`config.mk`:
```
export PLATFORM = sky130hd
export DESIGN_NAME = fetch_control_unit_flat
export DESIGN_NICKNAME = d
export VERILOG_FILES = /design/src/rtl/fetch_control_unit_pkg.sv /design/src/rtl/fetch_control_unit_if.sv /design/src/rtl/fetch_control_unit_instruction_decoder.sv /design/src/rtl/fetch_control_unit.sv /design/src/flat_wrapper.sv
export SDC_FILE = /design/constraint.sdc
export NUM_CORES = 1
export LEC_CHECK = 0
export ABC_AREA = 1
export CAP_MARGIN = 5
export CORE_ASPECT_RATIO = 1.2
export CORE_MARGIN = 3
export CORE_UTILIZATION = 43
export CTS_BUF_LIST = sky130_fd_sc_hd__clkbuf_8
export DETAILED_ROUTE_END_ITERATION = 8
export PLACE_DENSITY = 0.79
export SYNTH_ARGS = -nofsm -noshare
export SYNTH_HDL_FRONTEND = slang
export SYNTH_SLANG_ARGS = --single-unit
```
`constraint.sdc`:
```
create_clock -name clk -period 1.7 [get_ports clk]
set_clock_uncertainty 0.1 [all_clocks]
set_input_delay 0.255 -clock clk [delete_from_list [all_inputs] [get_ports clk]]
set_output_delay 0.255 -clock clk [all_outputs]
set_load 0.05 [all_outputs]
```
`src/rtl/fetch_control_unit_pkg.sv`:
```
// Shared definitions for the BIP fetch/control unit: widths, opcodes,
// FSM encoding, datapath select encodings and the decoded control bundle.
package fetch_control_unit_pkg;

  localparam int DEF_PC_W    = 11;
  localparam int DEF_INSTR_W = 16;
  localparam int DEF_OPC_W   = 5;

  localparam logic [4:0] OPC_HLT  = 5'b00000;
  localparam logic [4:0] OPC_STO  = 5'b00001;
  localparam logic [4:0] OPC_LD   = 5'b00010;
  localparam logic [4:0] OPC_LDI  = 5'b00011;
  localparam logic [4:0] OPC_ADD  = 5'b00100;
  localparam logic [4:0] OPC_ADDI = 5'b00101;
  localparam logic [4:0] OPC_SUB  = 5'b00110;
  localparam logic [4:0] OPC_SUBI = 5'b00111;

  localparam logic [1:0] ST_IDLE   = 2'd0;
  localparam logic [1:0] ST_RUN    = 2'd1;
  localparam logic [1:0] ST_STEP   = 2'd2;
  localparam logic [1:0] ST_HALTED = 2'd3;

  localparam logic [1:0] SEL_A_RAM = 2'd0;
  localparam logic [1:0] SEL_A_IMM = 2'd1;
  localparam logic [1:0] SEL_A_ALU = 2'd2;
  localparam logic       SEL_B_RAM = 1'b0;
  localparam logic       SEL_B_IMM = 1'b1;

  typedef struct packed {
    logic       wr_ram;
    logic       rd_ram;
    logic [1:0] sel_a;
    logic       sel_b;
    logic       wr_acc;
    logic       op_sub;
  } ctrl_t;

endpackage

```
`src/rtl/fetch_control_unit_if.sv`:
```
// Bus between the fetch/control unit and its environment: run control,
// program memory port and the one-cycle datapath control pulses.
interface fetch_control_unit_if
  import fetch_control_unit_pkg::*;
#(
  parameter int PC_W    = DEF_PC_W,
  parameter int INSTR_W = DEF_INSTR_W,
  parameter int OPC_W   = DEF_OPC_W
);
  logic               start;
  logic               step_mode;
  logic               step;
  logic [INSTR_W-1:0] instr;
  logic [PC_W-1:0]    pc;
  logic               op_valid;
  logic [OPC_W-1:0]   opcode;
  logic [PC_W-1:0]    operand;
  logic               wr_ram;
  logic               rd_ram;
  logic [1:0]         sel_a;
  logic               sel_b;
  logic               wr_acc;
  logic               op_sub;
  logic               running;
  logic               halted;

  modport master (
    output start, step_mode, step, instr,
    input  pc, op_valid, opcode, operand, wr_ram, rd_ram, sel_a, sel_b,
           wr_acc, op_sub, running, halted
  );

  modport slave (
    input  start, step_mode, step, instr,
    output pc, op_valid, opcode, operand, wr_ram, rd_ram, sel_a, sel_b,
           wr_acc, op_sub, running, halted
  );

endinterface

```
`src/rtl/fetch_control_unit_instruction_decoder.sv`:
```
// Purely combinational opcode -> datapath control decode. Unknown opcodes
// decode to all-zero controls so they behave as NOPs.
module instruction_decoder
  import fetch_control_unit_pkg::*;
(
  input  logic [DEF_OPC_W-1:0] i_opcode,
  output ctrl_t                o_ctrl
);

  always_comb begin
    o_ctrl = '0;
    case (i_opcode)
      OPC_STO: begin
        o_ctrl.wr_ram = 1'b1;
      end
      OPC_LD: begin
        o_ctrl.rd_ram = 1'b1;
        o_ctrl.sel_a  = SEL_A_RAM;
        o_ctrl.wr_acc = 1'b1;
      end
      OPC_LDI: begin
        o_ctrl.sel_a  = SEL_A_IMM;
        o_ctrl.wr_acc = 1'b1;
      end
      OPC_ADD: begin
        o_ctrl.rd_ram = 1'b1;
        o_ctrl.sel_a  = SEL_A_ALU;
        o_ctrl.sel_b  = SEL_B_RAM;
        o_ctrl.wr_acc = 1'b1;
      end
      OPC_ADDI: begin
        o_ctrl.sel_a  = SEL_A_ALU;
        o_ctrl.sel_b  = SEL_B_IMM;
        o_ctrl.wr_acc = 1'b1;
      end
      OPC_SUB: begin
        o_ctrl.rd_ram = 1'b1;
        o_ctrl.sel_a  = SEL_A_ALU;
        o_ctrl.sel_b  = SEL_B_RAM;
        o_ctrl.wr_acc = 1'b1;
        o_ctrl.op_sub = 1'b1;
      end
      OPC_SUBI: begin
        o_ctrl.sel_a  = SEL_A_ALU;
        o_ctrl.sel_b  = SEL_B_IMM;
        o_ctrl.wr_acc = 1'b1;
        o_ctrl.op_sub = 1'b1;
      end
      default: o_ctrl = '0;
    endcase
  end

endmodule

```
`src/rtl/fetch_control_unit.sv`:
```
// Fetch/control sequencer for the BIP core: owns the PC, runs free or
// single-step, and turns each executed instruction into one control pulse.
module fetch_control_unit
  import fetch_control_unit_pkg::*;
#(
  parameter int PC_W    = DEF_PC_W,
  parameter int INSTR_W = DEF_INSTR_W,
  parameter int OPC_W   = DEF_OPC_W
)(
  input  logic                 clk,
  input  logic                 rst_n,
  fetch_control_unit_if.slave  bus
);

  logic [1:0]       r_state;
  logic [PC_W-1:0]  r_pc;
  logic             r_step_q;
  logic             r_op_valid;
  logic [OPC_W-1:0] r_opcode;
  logic [PC_W-1:0]  r_operand;
  ctrl_t            r_ctrl;

  logic [OPC_W-1:0] w_opcode;
  logic [PC_W-1:0]  w_operand;
  ctrl_t            w_ctrl;
  logic             w_exec;
  logic             w_is_hlt;

  assign w_opcode  = bus.instr[INSTR_W-1 -: OPC_W];
  assign w_operand = bus.instr[PC_W-1:0];
  assign w_is_hlt  = (w_opcode == OPC_HLT);

  // In step mode only a rising edge of the step level executes, so a held step runs one instruction.
  assign w_exec = (r_state == ST_RUN) |
                  ((r_state == ST_STEP) & bus.step & ~r_step_q);

  instruction_decoder u_decoder (
    .i_opcode (w_opcode),
    .o_ctrl   (w_ctrl)
  );

  // Controls default to zero every cycle so they only ever appear as single-cycle pulses.
  always_ff @(posedge clk or negedge rst_n) begin
    if (!rst_n) begin
      r_state    <= ST_IDLE;
      r_pc       <= '0;
      r_step_q   <= 1'b0;
      r_op_valid <= 1'b0;
      r_opcode   <= '0;
      r_operand  <= '0;
      r_ctrl     <= '0;
    end else begin
      r_step_q   <= bus.step;
      r_op_valid <= 1'b0;
      r_ctrl     <= '0;
      case (r_state)
        ST_IDLE: begin
          if (bus.start) begin
            r_state <= bus.step_mode ? ST_STEP : ST_RUN;
          end
        end
        ST_HALTED: begin
          if (bus.start) begin
            r_pc    <= '0;
            r_state <= bus.step_mode ? ST_STEP : ST_RUN;
          end
        end
        ST_RUN, ST_STEP: begin
          if (w_exec) begin
            if (w_is_hlt) begin
              r_state <= ST_HALTED;
            end else begin
              r_pc       <= r_pc + 1'b1;
              r_op_valid <= 1'b1;
              r_opcode   <= w_opcode;
              r_operand  <= w_operand;
              r_ctrl     <= w_ctrl;
            end
          end
        end
        default: r_state <= ST_IDLE;
      endcase
    end
  end

  assign bus.pc       = r_pc;
  assign bus.op_valid = r_op_valid;
  assign bus.opcode   = r_opcode;
  assign bus.operand  = r_operand;
  assign bus.wr_ram   = r_ctrl.wr_ram;
  assign bus.rd_ram   = r_ctrl.rd_ram;
  assign bus.sel_a    = r_ctrl.sel_a;
  assign bus.sel_b    = r_ctrl.sel_b;
  assign bus.wr_acc   = r_ctrl.wr_acc;
  assign bus.op_sub   = r_ctrl.op_sub;
  assign bus.running  = (r_state == ST_RUN) | (r_state == ST_STEP);
  assign bus.halted   = (r_state == ST_HALTED);

endmodule

```
`src/flat_wrapper.sv`:
```
// flat-port wrapper written by rule: the top's interface ports become plain ports
module fetch_control_unit_flat import fetch_control_unit_pkg::*;
#(
  parameter int PC_W    = DEF_PC_W,
  parameter int INSTR_W = DEF_INSTR_W,
  parameter int OPC_W   = DEF_OPC_W
)
  (clk, rst_n, bus_start, bus_step_mode, bus_step, bus_instr, bus_pc, bus_op_valid, bus_opcode, bus_operand, bus_wr_ram, bus_rd_ram, bus_sel_a, bus_sel_b, bus_wr_acc, bus_op_sub, bus_running, bus_halted);
  fetch_control_unit_if #(.PC_W(PC_W), .INSTR_W(INSTR_W), .OPC_W(OPC_W)) bus_i ();
  input  logic clk;
  input  logic rst_n;
  input wire logic [$bits(bus_i.start)-1:0] bus_start;
  input wire logic [$bits(bus_i.step_mode)-1:0] bus_step_mode;
  input wire logic [$bits(bus_i.step)-1:0] bus_step;
  input wire logic [$bits(bus_i.instr)-1:0] bus_instr;
  output wire logic [$bits(bus_i.pc)-1:0] bus_pc;
  output wire logic [$bits(bus_i.op_valid)-1:0] bus_op_valid;
  output wire logic [$bits(bus_i.opcode)-1:0] bus_opcode;
  output wire logic [$bits(bus_i.operand)-1:0] bus_operand;
  output wire logic [$bits(bus_i.wr_ram)-1:0] bus_wr_ram;
  output wire logic [$bits(bus_i.rd_ram)-1:0] bus_rd_ram;
  output wire logic [$bits(bus_i.sel_a)-1:0] bus_sel_a;
  output wire logic [$bits(bus_i.sel_b)-1:0] bus_sel_b;
  output wire logic [$bits(bus_i.wr_acc)-1:0] bus_wr_acc;
  output wire logic [$bits(bus_i.op_sub)-1:0] bus_op_sub;
  output wire logic [$bits(bus_i.running)-1:0] bus_running;
  output wire logic [$bits(bus_i.halted)-1:0] bus_halted;
  assign bus_i.start = bus_start;
  assign bus_i.step_mode = bus_step_mode;
  assign bus_i.step = bus_step;
  assign bus_i.instr = bus_instr;
  assign bus_pc = bus_i.pc;
  assign bus_op_valid = bus_i.op_valid;
  assign bus_opcode = bus_i.opcode;
  assign bus_operand = bus_i.operand;
  assign bus_wr_ram = bus_i.wr_ram;
  assign bus_rd_ram = bus_i.rd_ram;
  assign bus_sel_a = bus_i.sel_a;
  assign bus_sel_b = bus_i.sel_b;
  assign bus_wr_acc = bus_i.wr_acc;
  assign bus_op_sub = bus_i.op_sub;
  assign bus_running = bus_i.running;
  assign bus_halted = bus_i.halted;
  fetch_control_unit #(.PC_W(PC_W), .INSTR_W(INSTR_W), .OPC_W(OPC_W)) u_core (.clk(clk), .rst_n(rst_n), .bus(bus_i));
endmodule
```
# [Word-level counts from Yosys, hierarchy flattened]
# Cells that the tools add are included.
[op_classes] n_div=0 eq_ne=15 n_bitwise=6 n_mux=21 mul=0 order_cmp=0 n_reduce_logical=13 addsub=1 shifts=0
[ops] operator="2-to-1 mux 11 bit" count=3
[ops] operator="one-hot mux 11 bit (2 select lines)" count=1
[ops] operator="2-to-1 mux 7 bit" count=3
[ops] operator="== test 5 x 3 -> 1 bit (second input constant)" count=4
[ops] operator="adder 11 x 1 -> 11 bit (second input constant)" count=1
[ops] operator="== test 5 x 2 -> 1 bit (second input constant)" count=2
[ops] operator="2-to-1 mux 1 bit" count=8
[ops] operator="2-to-1 mux 2 bit" count=4
[ops] operator="one-hot mux 2 bit (2 select lines)" count=2
[ops] operator="OR reduction 2 bit" count=4
[ops] operator="!= test 2 x 1 -> 1 bit (second input constant)" count=3
[ops] operator="AND reduction 3 bit" count=2
[ops] operator="OR reduction 6 bit" count=1
[ops] operator="== test 5 x 1 -> 1 bit (second input constant)" count=1
[ops] operator="logical NOT 5 bit" count=1
[ops] operator="== test 2 bit (second input constant)" count=2
[ops] operator="!= test 2 bit (second input constant)" count=2
[ops] operator="AND reduction 4 bit" count=1
[ops] operator="OR reduction 4 bit" count=1
[ops] operator="OR reduction 3 bit" count=1
[ops] operator="bitwise AND 1 bit" count=2
[ops] operator="== test 2 x 1 -> 1 bit (second input constant)" count=1
[ops] operator="logical NOT 2 bit" count=1
[ops] operator="inverter 1 bit" count=2
[ops] operator="2 further kinds" count=3
[totals] memories=0 elab_cells=68 input_bits=21 output_inout_bits=37 ramBits=0 regBits=38 latchBits=0 mem_bits_ro=0

# [Logic depth before layout (Yosys ltp)]
[depth] depth_word=6 mapped_depth=11 mapped_depth_nobuf=10

# [By module]
# From an unflattened synthesis, not the netlist that was laid out.
[hier_totals] hier_cells=233 hier_area_um2=1851.8
[modules_own_cells] module="fetch_control_unit" cells_per_inst=213 area_each_um2=1760.4 n_inst=1
[modules_own_cells] module="instruction_decoder" cells_per_inst=20 area_each_um2=91.3 n_inst=1

# [Worst setup path before layout]
# OpenSTA, ideal clock, no wires.
[synth_timing] path_kind="reg-to-reg" from="register u_core.r_state[0]" to="register u_core.r_pc[7], in the netlist u_core.bus.pc[7]" setup_ns=0.128 n_path_buf=1 synth_period_minus_slack_ns=1.835 stages_incl_launch_ff=11 arrival_ns=1.607 t_required_ns=1.472 path_slack_ns=-0.135 path_cell_list="dfrtp_1 -> ha_1 -> nand2_1 -> o21ai_2 -> inv_1 -> nand2_1 -> nor2_4 -> inv_2 -> buf_6 -> nand2_1 -> o21ai_0"
[synth_between] word_cells_on_any_way=13 classes_between="eq/ne: 6; mux: 1; bitwise: 3; reduce/logical: 3"
[synth_lines] element="start, declared" line_no="fetch_control_unit.sv:15" text="logic [1:0] r_state;"
[synth_lines] element="start signal, assigned" line_no="fetch_control_unit.sv:59" text="r_state <= bus.step_mode ? ST_STEP : ST_RUN;"
[synth_lines] element="start signal, assigned" line_no="fetch_control_unit.sv:65" text="r_state <= bus.step_mode ? ST_STEP : ST_RUN;"
[synth_lines] element="== test 2 bit *"
[synth_lines] element="net bus_halted" line_no="flat_wrapper.sv:27" text="output wire logic [$bits(bus_i.halted)-1:0] bus_halted;"
[synth_lines] element="!= test 2 bit (no line) / nonzero test 2 bit (equally long branches)"
[synth_lines] element="AND reduction 4 bit (no line)"
[synth_lines] element="end signal, assigned" line_no="fetch_control_unit.sv:73" text="r_pc <= r_pc + 1'b1;"
[synth_lines] element="end, declared" line_no="fetch_control_unit.sv:16" text="logic [PC_W-1:0] r_pc;"
# Mark *: on every way through the listed nets, which the timed path passes. The rest lies on a longest branch.
# A chain may end at the register's enable or synchronous reset.

# [Worst setup path in the final report]
[layout_timing] from="register u_core.r_state[1]" to="output port bus_running"
[layout_between] elab_chain_cells=2 word_cells_on_any_way=3 classes_between="eq/ne: 2; bitwise: 1"
[layout_lines] element="== test 2 x 1 -> 1 bit / == test 2 bit (equally long branches)" line_no="fetch_control_unit.sv:96" text="assign bus.running = (r_state == ST_RUN) | (r_state == ST_STEP);"
[layout_lines] element="OR 1 bit *" line_no="fetch_control_unit.sv:96"
[layout_lines] element="end, declared" line_no="flat_wrapper.sv:26" text="output wire logic [$bits(bus_i.running)-1:0] bus_running;"
# Mark *: on every way between the ends. The rest lies on a longest branch, timed or not.

==> impl_metrics.xml <==
<?xml version="1.0" encoding="UTF-8"?>
<metrics>
  <group name="placement">
    <metric name="numPlacedInstances" unit="">324</metric>
    <metric name="detailed_place_hpwl" unit="um">3110</metric>
    <metric name="gpl.final_weighted_congestion" unit="">0.815</metric>
    <metric name="placement.io_buffers" unit="">57</metric>
    <metric name="dpl-instance-area" unit="sq um">2450</metric>
    <metric name="placement.setup.worst_slack" unit="ps">-132</metric>
  </group>
  <group name="clock_tree">
    <metric name="clock_latency" unit="ps">290</metric>
    <metric name="h-tree-depth" unit="">2</metric>
    <metric name="cts-buffers-inserted" unit="">5</metric>
    <metric name="tritoncts_clock_tree" unit="">done</metric>
    <metric name="cts_max_path_buffers" unit="">2</metric>
    <metric name="number_of_clock_sinks" unit="">38</metric>
    <metric name="clk_pin_slew_worst_paths" unit="ps">70</metric>
    <metric name="root_buffer" unit="">sky130_fd_sc_hd__clkbuf_8</metric>
  </group>
  <group name="pwr">
    <metric name="p_seq_frac" unit="">0.259</metric>
    <metric name="clk_pwr_share" unit="">0.111</metric>
    <metric name="p_int" unit="mW">2.65</metric>
    <metric name="powerDensity" unit="nW/um^2">1980</metric>
    <metric name="gate_power_share" unit="">0.630</metric>
    <metric name="total_power" unit="mW">5.19</metric>
    <metric name="leakagePower" unit="nW">1.33</metric>
    <metric name="ir_worst_vdd" unit="uV">1070</metric>
    <metric name="sw_frac_of_total" unit="">0.489</metric>
    <metric name="power.switching" unit="mW">2.54</metric>
  </group>
  <group name="cells_and_area">
    <metric name="final_layout_size_suffix_gt1_frac" unit="">0.288</metric>
    <metric name="layout.nets" unit="">310</metric>
    <metric name="area_taken_by_multi_input_logic_gates" unit="sq um">732</metric>
    <metric name="antenna_cells_inserted" unit="">0</metric>
    <metric name="fin_util" unit="">0.693</metric>
    <metric name="nFillCells" unit="">305</metric>
    <metric name="layoutNonFillerInstCount" unit="">337</metric>
    <metric name="sequential_cell_area" unit="sq um">953</metric>
    <metric name="finished_cell_area" unit="sq um">2620</metric>
    <metric name="layout-area-overhead-vs-synth" unit="%">48.7</metric>
  </group>
  <group name="grt">
    <metric name="pin_count_of_the_biggest_net_entering_global_routing" unit="">22</metric>
    <metric name="grt_util_all_layers" unit="">0.186</metric>
    <metric name="via_count_of_the_first_global_routing_pass" unit="">1694</metric>
    <metric name="globalRouteOverflowTotal" unit="">0</metric>
    <metric name="grt_antenna_before_repair" unit="">0</metric>
    <metric name="grt_first_pass_wirelength" unit="um">7220</metric>
  </group>
  <group name="yosys">
    <metric name="synthTopCellsByCount" unit="">sky130_fd_sc_hd__nand2_1 (78), sky130_fd_sc_hd__dfrtp_1 (38), sky130_fd_sc_hd__inv_1 (18), sky130_fd_sc_hd__nand3_1 (17), sky130_fd_sc_hd__nor2_1 (16)</metric>
    <metric name="netlist.area_leader.share" unit="">0.539</metric>
    <metric name="synthesis.instances" unit="">208</metric>
    <metric name="synth-main-ff-cell" unit="">sky130_fd_sc_hd__dfrtp_1</metric>
    <metric name="syn_nets" unit="">233</metric>
    <metric name="synth_edf_count" unit="">0</metric>
    <metric name="post_synth_num_cell_types" unit="">25</metric>
    <metric name="avgSynthCellArea" unit="sq um">8.48</metric>
    <metric name="synthAdderAreaFrac" unit="">0.0284</metric>
    <metric name="synth_mux_area_frac" unit="">0</metric>
    <metric name="ys_top_cells_by_area" unit="">sky130_fd_sc_hd__dfrtp_1 (54%), sky130_fd_sc_hd__nand2_1 (17%), sky130_fd_sc_hd__nand3_1 (4.8%), sky130_fd_sc_hd__inv_1 (3.8%), sky130_fd_sc_hd__nor2_1 (3.4%)</metric>
    <metric name="async_flop_share" unit="">1.00</metric>
    <metric name="synthesis_warning_total" unit="">0</metric>
    <metric name="post_synth_xor_area_fraction" unit="">0.00497</metric>
    <metric name="most_frequent_cell_after_synthesis" unit="">sky130_fd_sc_hd__nand2_1</metric>
    <metric name="synth_seq_area_share" unit="">0.539</metric>
    <metric name="synth_area" unit="sq um">1760</metric>
    <metric name="synth_largest_area_cell" unit="">sky130_fd_sc_hd__dfrtp_1</metric>
    <metric name="synth_top_family_by_area" unit="">simple AND/OR/NAND/NOR gates</metric>
    <metric name="synthSimpleGateAreaFrac" unit="">0.287</metric>
    <metric name="compound_gate_portion_of_the_synthesized_area" unit="">0.0738</metric>
    <metric name="postSynthRegisterBits" unit="">38</metric>
  </group>
  <group name="run_status">
    <metric name="outcome" unit="">finished clean</metric>
  </group>
  <group name="die">
    <metric name="ios" unit="">58</metric>
    <metric name="core.rowCount" unit="">24</metric>
    <metric name="start_util" unit="">0.466</metric>
    <metric name="die_x" unit="um">64.5</metric>
    <metric name="design.core.area" unit="sq um">3780</metric>
    <metric name="die-height" unit="um">76.1</metric>
    <metric name="die_area" unit="sq um">4910</metric>
  </group>
  <group name="sta">
    <metric name="maxClockFrequency" unit="MHz">595</metric>
    <metric name="timing.setup.tns" unit="ps">0</metric>
    <metric name="tightestPinTransition" unit="ps">462</metric>
    <metric name="worst_slew_margin_rel" unit="">0.692</metric>
    <metric name="worst_hold_check_slack" unit="ps">344</metric>
    <metric name="timing_max_transition_violations_final" unit="">0</metric>
    <metric name="finalSetupViolCount" unit="">0</metric>
    <metric name="min_period_over_period" unit="">0.989</metric>
    <metric name="final.min_clock_period" unit="ps">1680</metric>
    <metric name="hold_fails_final_rpt" unit="">0</metric>
    <metric name="setup_ws" unit="ps">18.1</metric>
    <metric name="rsz0062_at_grt" unit="">yes</metric>
  </group>
  <group name="routing">
    <metric name="routed_wirelength_normalized_by_instance_count" unit="um">12.4</metric>
    <metric name="route.detailed.drc" unit="">0</metric>
    <metric name="viasPerCell" unit="">4.92</metric>
    <metric name="final_antenna_net_count" unit="">0</metric>
    <metric name="drt_pass1_iterations" unit="">4</metric>
    <metric name="vias" unit="">1658</metric>
    <metric name="first_iter_violations" unit="">94</metric>
    <metric name="drt_wl_total" unit="um">4190</metric>
  </group>
  <group name="setup_path">
    <metric name="type_of_destination_of_the_critical_path" unit="">output pin</metric>
    <metric name="critical_path.startpoint_type" unit="">flip-flop</metric>
    <metric name="category_of_the_critical_setup_timing_path" unit="">reg -&gt; out</metric>
    <metric name="arrival" unit="ps">1330</metric>
    <metric name="timing.critical_path.required" unit="ps">1340</metric>
    <metric name="crit_path_max_fanout" unit="">5</metric>
  </group>
  <group name="hold_path">
    <metric name="worstHoldPathType" unit="">in -&gt; async</metric>
  </group>
  <group name="job">
    <metric name="maxCapViolations" unit="">0</metric>
  </group>
</metrics>
-- repair_timing --
item                                   CTS  global route
buffers inserted                         3             2
gates resized for setup                  2            11
hold buffers                             1             0
endpoints found under the hold margin   18             0
cloned                                   0             0
setup endpoints to repair                2            28
pin swaps                                1             3
-- kinds of logic after synthesis --
logic type,count (synthesis)
and+or+nand+nor,120
DFF,38
adders and majority gates,4
AOI/OAI and AO/OA,20
buffers and inverters,25
xor gates and xnor gates,1
-- state kept, by name, summed over array words and instances (netlist names) --
signal               cells
u_core.bus.op_sub        1
u_core.bus.op_valid      1
u_core.bus.opcode        5
u_core.bus.operand      11
u_core.bus.pc           11
u_core.bus.rd_ram        1
u_core.bus.sel_a         2
u_core.bus.sel_b         1
u_core.bus.wr_acc        1
u_core.bus.wr_ram        1
u_core.r_state           2
u_core.r_step_q          1
-- power by group through the flow --
stage,clock network [mW],logic (mW),registers (mW)
detailed placement,0,2.97,1.34
floorplan,0,1.20,2.13
global placement,0,2.89,1.35
global route,0.635,3.50,1.38
finish,0.578,3.27,1.34
CTS,0.595,3.07,1.34
-- worst max-delay path, cell delays in order (launching register included) --
cell,delay [ps]
sky130_fd_sc_hd__dfrtp_1,430
sky130_fd_sc_hd__ha_4,310
sky130_fd_sc_hd__inv_4,50
sky130_fd_sc_hd__buf_6,110
sky130_fd_sc_hd__buf_12,140
-- cells in the final DEF, fill, tap and decap left out, drive strengths merged --
cell type | netlist | routed
a21o | 2 | 2
a21oi | 3 | 3
a22oi | 1 | 1
a31o | 1 | 1
buf | 4 | 55
clkbuf | 1 | 5
clkdlybuf4s50 | 0 | 19
clkinv | 0 | 2
dfrtp | 38 | 38
dlygate4sd3 | 0 | 1
ha | 4 | 4
inv | 20 | 20
nand2 | 78 | 78
nand3 | 19 | 19
nand3b | 1 | 1
nand4 | 3 | 3
nor2 | 17 | 17
nor3 | 2 | 2
o2111ai | 1 | 1
o21ai | 11 | 11
o22ai | 1 | 1
xor2 | 1 | 1
-- per-layer routing --
metal	global-route usage	wire, um	up-vias
met5	0	0	-
met4	0.0740	83	0
met3	0.0678	320	9
met2	0.315	2090	52
met1	0.208	1690	780
li1	-	-	817
-- worst paths after layout --
check / start / endpoint / slack, ps / cells after the start
worst max-delay path: u_core.r_state[1] / bus_running / 20 / 4
worst min-delay path: rst_n / u_core.bus.pc[2] / 340 / 2
worst max register to register: u_core.r_state[0] / u_core.bus.pc[2] / 90 / 8
worst min register to register: u_core.bus.opcode[0] / u_core.bus.opcode[0] / 380 / 2
max in group asynchronous: rst_n / u_core.bus.operand[6] / 700 / 3
min in group clk: bus_step / u_core.r_step_q / 350 / 1
-- layout make-up --
class | instances | share of cell area
clock buffers | 5 | 0.0263
clock inverters | 2 | 0.00382
inverters | 20 | 0.0315
multi-input cells | 145 | 0.279
flip-flops and latches | 38 | 0.364
well taps | 52 | 0.0248
repair buffers | 75 | 0.271
(Power assumes the default switching activity.)
